[config.mk]
export PLATFORM = sky130hd
export DESIGN_NAME = bus_receive_buffer_16bit
export DESIGN_NICKNAME = d
export VERILOG_FILES = /design/src/rtl/bus_receive_buffer_16bit_pkg.sv /design/src/rtl/bus_rx_storage.sv /design/src/rtl/bus_receive_buffer_16bit.sv
export SDC_FILE = /design/constraint.sdc
export NUM_CORES = 1
export LEC_CHECK = 0
export CAP_MARGIN = 20
export CORE_MARGIN = 5
export CORE_UTILIZATION = 30
export CTS_BUF_LIST = sky130_fd_sc_hd__clkbuf_16
export CTS_CLUSTER_SIZE = 12
export DETAILED_ROUTE_END_ITERATION = 8
export HOLD_SLACK_MARGIN = 0.03
export SLEW_MARGIN = 15
export SYNTH_ARGS = -nofsm -noshare
export SYNTH_HDL_FRONTEND = slang
export SYNTH_SLANG_ARGS = --single-unit
[constraint.sdc]
create_clock -name clk -period 2.9 [get_ports clk]
set_input_delay 0.435 -clock clk [delete_from_list [all_inputs] [get_ports clk]]
set_output_delay 0.435 -clock clk [all_outputs]
set_load 0.1 [all_outputs]
[src/rtl/bus_receive_buffer_16bit_pkg.sv]
// Shared bus constants for the receive buffer and the transfer-gate modules.
// Also provides a small helper for sizing the occupancy counter.
package bus_receive_buffer_16bit_pkg;

    localparam int BUS_WIDTH        = 16;
    localparam int DEFAULT_RX_DEPTH = 4;

    // Width of a counter that must hold values from 0 to depth inclusive.
    function automatic int count_width(input int depth);
        return $clog2(depth) + 1;
    endfunction

endpackage

[src/rtl/bus_rx_storage.sv]
// DEPTH x WIDTH register array for the bus receive FIFO.
// Synchronous write, combinational read, every entry cleared on reset.
module bus_rx_storage
    import bus_receive_buffer_16bit_pkg::*;
#(
    parameter int WIDTH = BUS_WIDTH,
    parameter int DEPTH = DEFAULT_RX_DEPTH
) (
    input  logic                     clk,
    input  logic                     rst_n,
    input  logic                     we,
    input  logic [$clog2(DEPTH)-1:0] waddr,
    input  logic [WIDTH-1:0]         wdata,
    input  logic [$clog2(DEPTH)-1:0] raddr,
    output logic [WIDTH-1:0]         rdata
);

    logic [WIDTH-1:0] mem [DEPTH];

    always_ff @(posedge clk or negedge rst_n) begin
        if (!rst_n) begin
            for (int i = 0; i < DEPTH; i++) begin
                mem[i] <= '0;
            end
        end else if (we) begin
            mem[waddr] <= wdata;
        end
    end

    assign rdata = mem[raddr];

endmodule

[src/rtl/bus_receive_buffer_16bit.sv]
// Receive end of the shared tri-state bus: captures the bus on load into a FIFO
// and hands words to a local consumer in capture order, with status for throttling.
module bus_receive_buffer_16bit
    import bus_receive_buffer_16bit_pkg::*;
#(
    parameter int WIDTH = BUS_WIDTH,
    parameter int DEPTH = DEFAULT_RX_DEPTH
) (
    input  logic                     clk,
    input  logic                     rst_n,
    input  logic [WIDTH-1:0]         bus_data,
    input  logic                     load,
    output logic [WIDTH-1:0]         out_data,
    output logic                     out_valid,
    input  logic                     out_ready,
    output logic [$clog2(DEPTH):0]   count,
    output logic                     full,
    output logic                     empty,
    output logic                     overflow,
    input  logic                     clear_ovf
);

    localparam int AW = $clog2(DEPTH);
    localparam int CW = count_width(DEPTH);

    logic [AW-1:0] wr_ptr;
    logic [AW-1:0] rd_ptr;
    logic          push;
    logic          pop;

    // Handshake: a word transfers on any edge where out_valid && out_ready;
    // out_data is held stable while out_valid is high and out_ready is low,
    // and out_ready without out_valid has no effect.
    assign empty     = (count == '0);
    assign full      = (count == CW'(DEPTH));
    assign out_valid = !empty;
    assign pop       = out_valid && out_ready;
    // A pop in the same cycle frees a slot, so a full FIFO can still accept.
    assign push      = load && (!full || pop);

    always_ff @(posedge clk or negedge rst_n) begin
        if (!rst_n) begin
            wr_ptr   <= '0;
            rd_ptr   <= '0;
            count    <= '0;
            overflow <= 1'b0;
        end else begin
            if (push) begin
                wr_ptr <= wr_ptr + 1'b1;
            end
            if (pop) begin
                rd_ptr <= rd_ptr + 1'b1;
            end
            case ({push, pop})
                2'b10:   count <= count + 1'b1;
                2'b01:   count <= count - 1'b1;
                default: count <= count;
            endcase
            // A dropped load takes priority over a clear in the same cycle.
            if (load && !push) begin
                overflow <= 1'b1;
            end else if (clear_ovf) begin
                overflow <= 1'b0;
            end
        end
    end

    bus_rx_storage #(
        .WIDTH (WIDTH),
        .DEPTH (DEPTH)
    ) u_storage (
        .clk   (clk),
        .rst_n (rst_n),
        .we    (push),
        .waddr (wr_ptr),
        .wdata (bus_data),
        .raddr (rd_ptr),
        .rdata (out_data)
    );

endmodule

## After elaboration in Yosys (flattened, before gate mapping)

Index checks and enable logic that the tools add are counted.

- Multiplexer cells: 9
- Equality and inequality tests: 3
- $lt $le $gt $ge: 3
- Bitwise logic cells: 2
- Add/sub/neg operators: 4
- Reductions and logical operators: 11

Operator list:

| operator | number |
|---|---|
| bitwise mux 64 bit | 1 |
| two-way mux 16 bit | 3 |
| binary-select mux 16 bit (select 2 bit) | 1 |
| demux 16 bit (select 2 bit) | 1 |
| greater-or-equal comparator 3 bit (second input constant) | 2 |
| inverter 2 -> 3 bit | 2 |
| case mux 3 bit (2 select lines) | 1 |
| adder 2 x 1 -> 2 bit (second input constant) | 2 |
| logical AND 1 bit | 4 |
| nonzero test 2 bit | 2 |
| adder 3 x 1 -> 3 bit (second input constant) | 1 |
| == test 3 bit (second input constant) | 1 |
| logical NOT 1 bit | 3 |
| logical NOT 3 bit | 1 |
| < comparator 3 x 1 -> 1 bit (second input constant) | 1 |
| subtractor 3 x 1 -> 3 bit (second input constant) | 1 |
| == test 2 x 1 -> 1 bit (second input constant) | 1 |
| == test 2 bit (second input constant) | 1 |
| two-way mux 1 bit | 2 |
| logical OR 1 bit | 1 |

- Register bits: 72
- Bits of input ports: 21
- Output and inout port bits: 23
- Word-level logic and storage cells: 40

## Depth between registers and ports, before layout

- Depth after elaboration: 8
- Gate-level depth with buffers: 7
- Gate-level depth less buffers: 7

## Cells and area by module

A second synthesis with hierarchy kept.

- Cells, all modules: 211
- Area, all modules: 3314.4 µm²

Modules (own cells, without submodules):

| module | instances | sequential area each (µm²) | cells each | area each (µm²) |
|---|---|---|---|---|
| bus_rx_storage | 1 | 1601.5 | 156 | 2792.7 |
| bus_receive_buffer_16bit | 1 | 200.2 | 55 | 521.8 |

## Worst setup path after synthesis

No wires, ideal clock.

- Path kind: flip-flop to flip-flop
- Start: register count[1]
- End: register count[1]
- Setup time: 87 ps
- Data required time: 2813 ps
- Arrival time: 3302 ps
- Cell stages (with the launch flop): 8
- Setup slack: -490 ps
- Period minus slack after synthesis: 3390 ps
- Buffers on the path: 0
- Cell sequence: dfrtp_1 or3_1 nand2_1 or2_2 fa_1 o21ba_2 o211ai_1 a22oi_1

- Cells in the longest elaborated chain, start to end: 7
- Elaborated cells between the ends (all ways): 13
- Those cells by class: 2 x add/sub; 3 x eq/ne; 1 x mux; 7 x reduce/logical

Ends and longest elaborated chain:

| element | RTL line | text |
|---|---|---|
| from (decl) | bus_receive_buffer_16bit.sv:16 | `output logic [$clog2(DEPTH):0] count,` |
| from (signal assigned) | bus_receive_buffer_16bit.sv:55 | `2'b10: count <= count + 1'b1;` |
| from (signal assigned) | bus_receive_buffer_16bit.sv:56 | `2'b01: count <= count - 1'b1;` |
| from (signal assigned) | bus_receive_buffer_16bit.sv:57 | `default: count <= count;` |
| logical NOT 3 bit * | bus_receive_buffer_16bit.sv:34 | `assign empty = (count == '0);` |
| logical NOT 1 bit * | bus_receive_buffer_16bit.sv:36 | `assign out_valid = !empty;` |
| via out_valid | bus_receive_buffer_16bit.sv:14 | `output logic out_valid,` |
| logical AND 1 bit * | bus_receive_buffer_16bit.sv:37 | `assign pop = out_valid && out_ready;` |
| logical OR 1 bit | bus_receive_buffer_16bit.sv:39 | `assign push = load && (!full \|\| pop);` |
| logical AND 1 bit | bus_receive_buffer_16bit.sv:39 |  |
| == test 2 x 1 -> 1 bit / == test 2 bit (equally long branches) | bus_receive_buffer_16bit.sv:54 | `case ({push, pop})` |
| case mux 3 bit (2 select lines) / nonzero test 2 bit (equally long branches) | -- |  |

Mark *: on every way through the listed nets, which the timed path passes. The rest lies on a longest branch.
A chain may end at the register's enable or synchronous reset.

## Final worst setup path

- Start: register count[1]
- End: register count[1]

- Cells in the longest elaborated chain, start to end: 7
- Elaborated cells between the ends (all ways): 13
- Those cells by class: 2 x add/sub; 3 x eq/ne; 1 x mux; 7 x reduce/logical

Ends and longest elaborated chain:

| element | RTL line |
|---|---|
| logical NOT 3 bit | bus_receive_buffer_16bit.sv:34 |
| logical NOT 1 bit | bus_receive_buffer_16bit.sv:36 |
| logical AND 1 bit | bus_receive_buffer_16bit.sv:37 |
| logical OR 1 bit | bus_receive_buffer_16bit.sv:39 |
| logical AND 1 bit | bus_receive_buffer_16bit.sv:39 |
| == test 2 x 1 -> 1 bit / == test 2 bit (equally long branches) | bus_receive_buffer_16bit.sv:54 |
| case mux 3 bit (2 select lines) / nonzero test 2 bit (equally long branches) | -- |

Parallel ways exist; a longest one is shown, timed or not.

==> impl_results.md <==
- Outcome: complete, no violations
- Die Width: between 100 and 150 um
- Rows: 38
- Required @ worst endpoint: 3130 ps
- Placed cell count: between 300 and 400
- Hpwl dp: 4320 um
- PortBufs: 43
- CTS Hold Bufs: 0
- CTS resizes: 0
- Core area: between 0.01 and 0.015 sq mm
- Fin nets: 287
- Worst Max-Slew Pin Slew: between 1000 and 1500 ps
- Worst R2R End: count[1]
- Reg2reg start: count[1]
- Total CTS buffers: 9
- DR DRC count: 0
- Worst path slowest cell: or3_2
- Worst Path Max Fanout: 7
- CTS tree: built
- Area Growth Syn to Fin: 29.3%
- Sequential share of the synthesized area: 0.544
- Crit share post-route: 0.799
- First-pass GRT wire length: approximately 11,000 um
- Fmax: about 0.43 GHz
- Crit path cell chain: or3_2 -> nand2_1 -> or2_2 -> fa_1 -> o21ba_2 -> o211ai_1 -> a22oi_1
- Fin Setup TNS: 0 ps
- Clock sinks: a little over 70
- Post-synth top flop: dfrtp_1
- Area of the multi-input gates: between 0.001 and 0.0015 sq mm
- GRT Util Overall: 0.107
- CP startpoint kind: flip-flop
- Hold slack: 214 ps
- R2R depth: 7
- Synth Cell Area: 0.00331 sq mm
- Final wirelength: ~6500 um
- Post-synthesis area per instance: 15.6 sq um
- #FFs+latches synth: between 70 and 80
- Layout Cells excl Fill: between 400 and 500
- Die height: 115 um
- Min cycle time layout: 2320 ps
- Max-slew violations: 0
- WP buf/inv: 0
- Max incr delay on CP: 550 ps
- Starting DRT DRC Count: 37
- Final instance area: 0.00428 sq mm
- Register-to-register setup slack: 580 ps
- Layout cell share with drive strength beyond 1: 0.492
- Ys async rst share: 1.00
- Die area: around 0.013 sq mm
- Antenna violations before repair: 0
- N_diodes: 0
- Drt wl/cell: ~16 um
- Largest net degree at the start of global routing: 73
- Starting Density: 0.305
- Syn Nets: about 240
- # fillers: 998
- Critical Path Sink Type: flip-flop
- Final hold viol count: 0
- Vias in the first global route: 2,072
- Placed standard-cell area: around 0.004 sq mm
- CTS root buffer: clkbuf_16
- Synth warn: 0
- Number of I/O pins: 44
- Clock Latency Late Sink: 320 ps
- DR vias: approximately 1,900
- Total gr overflow: 0
- Clk buf depth: 2
- RD Place Congestion: roughly 0.72
- Antenna violation net count after detailed routing: 0
- Cell variety after synth: 29
- Final setup vio count: 0
- Clk_skew: ~4.4 ps
- Post-synth EDFFs: 0
- Post-CTS setup buffers: 0
- CTS clk-pin slew, worst paths: around 50 ps
- Drt via density: 4.59
- Max Cap Viol: 0
- Htree depth: 3
- Worst EP arrival: about 2600 ps
- RSZ-0062 raised after global routing: no
- Worst hold path type: input port to asynchronous set/reset pin
- Crit-path leading delay family: simple AND/OR/NAND/NOR gates
- Max-slew headroom: 0.284
- Worst Setup Path Type: flip-flop to flip-flop
- Syn Inst Count: between 200 and 250
- Pre-antenna DRT Iters: 2
- FF/Latch Area: around 0.0018 sq mm
kinds of logic (layout without fill, tap and decap cells):
group                      Yosys count  after routing  share of synthesized area
muxes                               81             81                      0.330
DFF                                 72             72                      0.544
and+or+nand+nor                     25             25                     0.0450
buffers and inverters               16             70                     0.0287
AOI/OAI and AO/OA                    8              8                     0.0178
adders and majority gates            5              5                     0.0212
xor gates and xnor gates             5              5                     0.0132
routing by layer:
metal / share of wire / GRT usage
met4: 0.018 / 0.0446
met2: 0.49 / 0.174
met1: 0.45 / 0.139
met3: 0.035 / 0.0242
met5: 0 / 0
cell usage after synthesis (2+ instances only):
cell | n | area (sq um)
ha_1 | 4 | 50.1
buf_2 | 2 | 10.0
nand3_1 | 3 | 15.0
clkbuf_1 | 4 | 15.0
mux4_2 | 16 | 360
nor2_1 | 3 | 11.3
o21ai_0 | 2 | 10.0
nand2_1 | 6 | 22.5
xnor2_1 | 3 | 26.3
nand2b_1 | 2 | 12.5
dfrtp_1 | 72 | 1800
buf_6 | 3 | 33.8
inv_1 | 6 | 22.5
mux2_2 | 65 | 732
o211ai_1 | 2 | 15.0
xor2_1 | 2 | 17.5
or3_1 | 2 | 12.5
nor2_2 | 4 | 25.0
through the flow:
stage	utilization	setup WS, ps
3_3_place_gp	0.371	375
2_1_floorplan	-	148
5_1_grt	0.395	504
6_report	0.395	584
4_1_cts	0.395	593
3_5_place_dp	0.371	355
layout make-up:
cell class              count  area share
flip-flops and latches     72       0.422
multi-input cells         124       0.331
repair buffers             48       0.142
clock buffers               9      0.0526
well taps                 140      0.0409
clock inverters             7     0.00701
inverters                   6     0.00526
state kept, by name (all words and copies together), names as in the netlist:
name           count
count              3
overflow           1
rd_ptr             2
u_storage.mem     64
wr_ptr             2
placed cells by master (no fill, tap or decap):
master,n
ha_1,4
clkdlybuf4s50_1,19
o32ai_1,1
dfrtp_2,3
or3_1,1
o21ai_0,2
o21ba_2,1
and2_1,1
buf_4,13
clkinv_1,5
nor2_1,3
buf_12,16
nand2b_1,2
fa_1,1
nor2_2,4
or3_2,1
or2_2,1
inv_1,7
o211ai_1,2
mux4_2,16
clkinvlp_4,1
dfrtp_1,69
nand3_1,3
clkbuf_16,9
o21bai_1,1
xnor2_1,3
xor2_1,2
mux2_2,65
and3_1,1
nand2_1,6
nand3b_1,1
nor4b_4,1
a22oi_1,1
worst max-delay path by stage:
stage	from	endpoint	cells past startpoint
detailed placement	out_ready	u_storage.mem[25]	4
global route	count[1]	count[1]	7
global placement	out_ready	u_storage.mem[27]	4
finish	count[1]	count[1]	7
CTS	count[1]	count[1]	7
floorplan	count[1]	count[1]	7
Power is left out: the tool's default activity adds up to more than one toggle a clock period on the data nets, which glitch-free logic cannot reach.
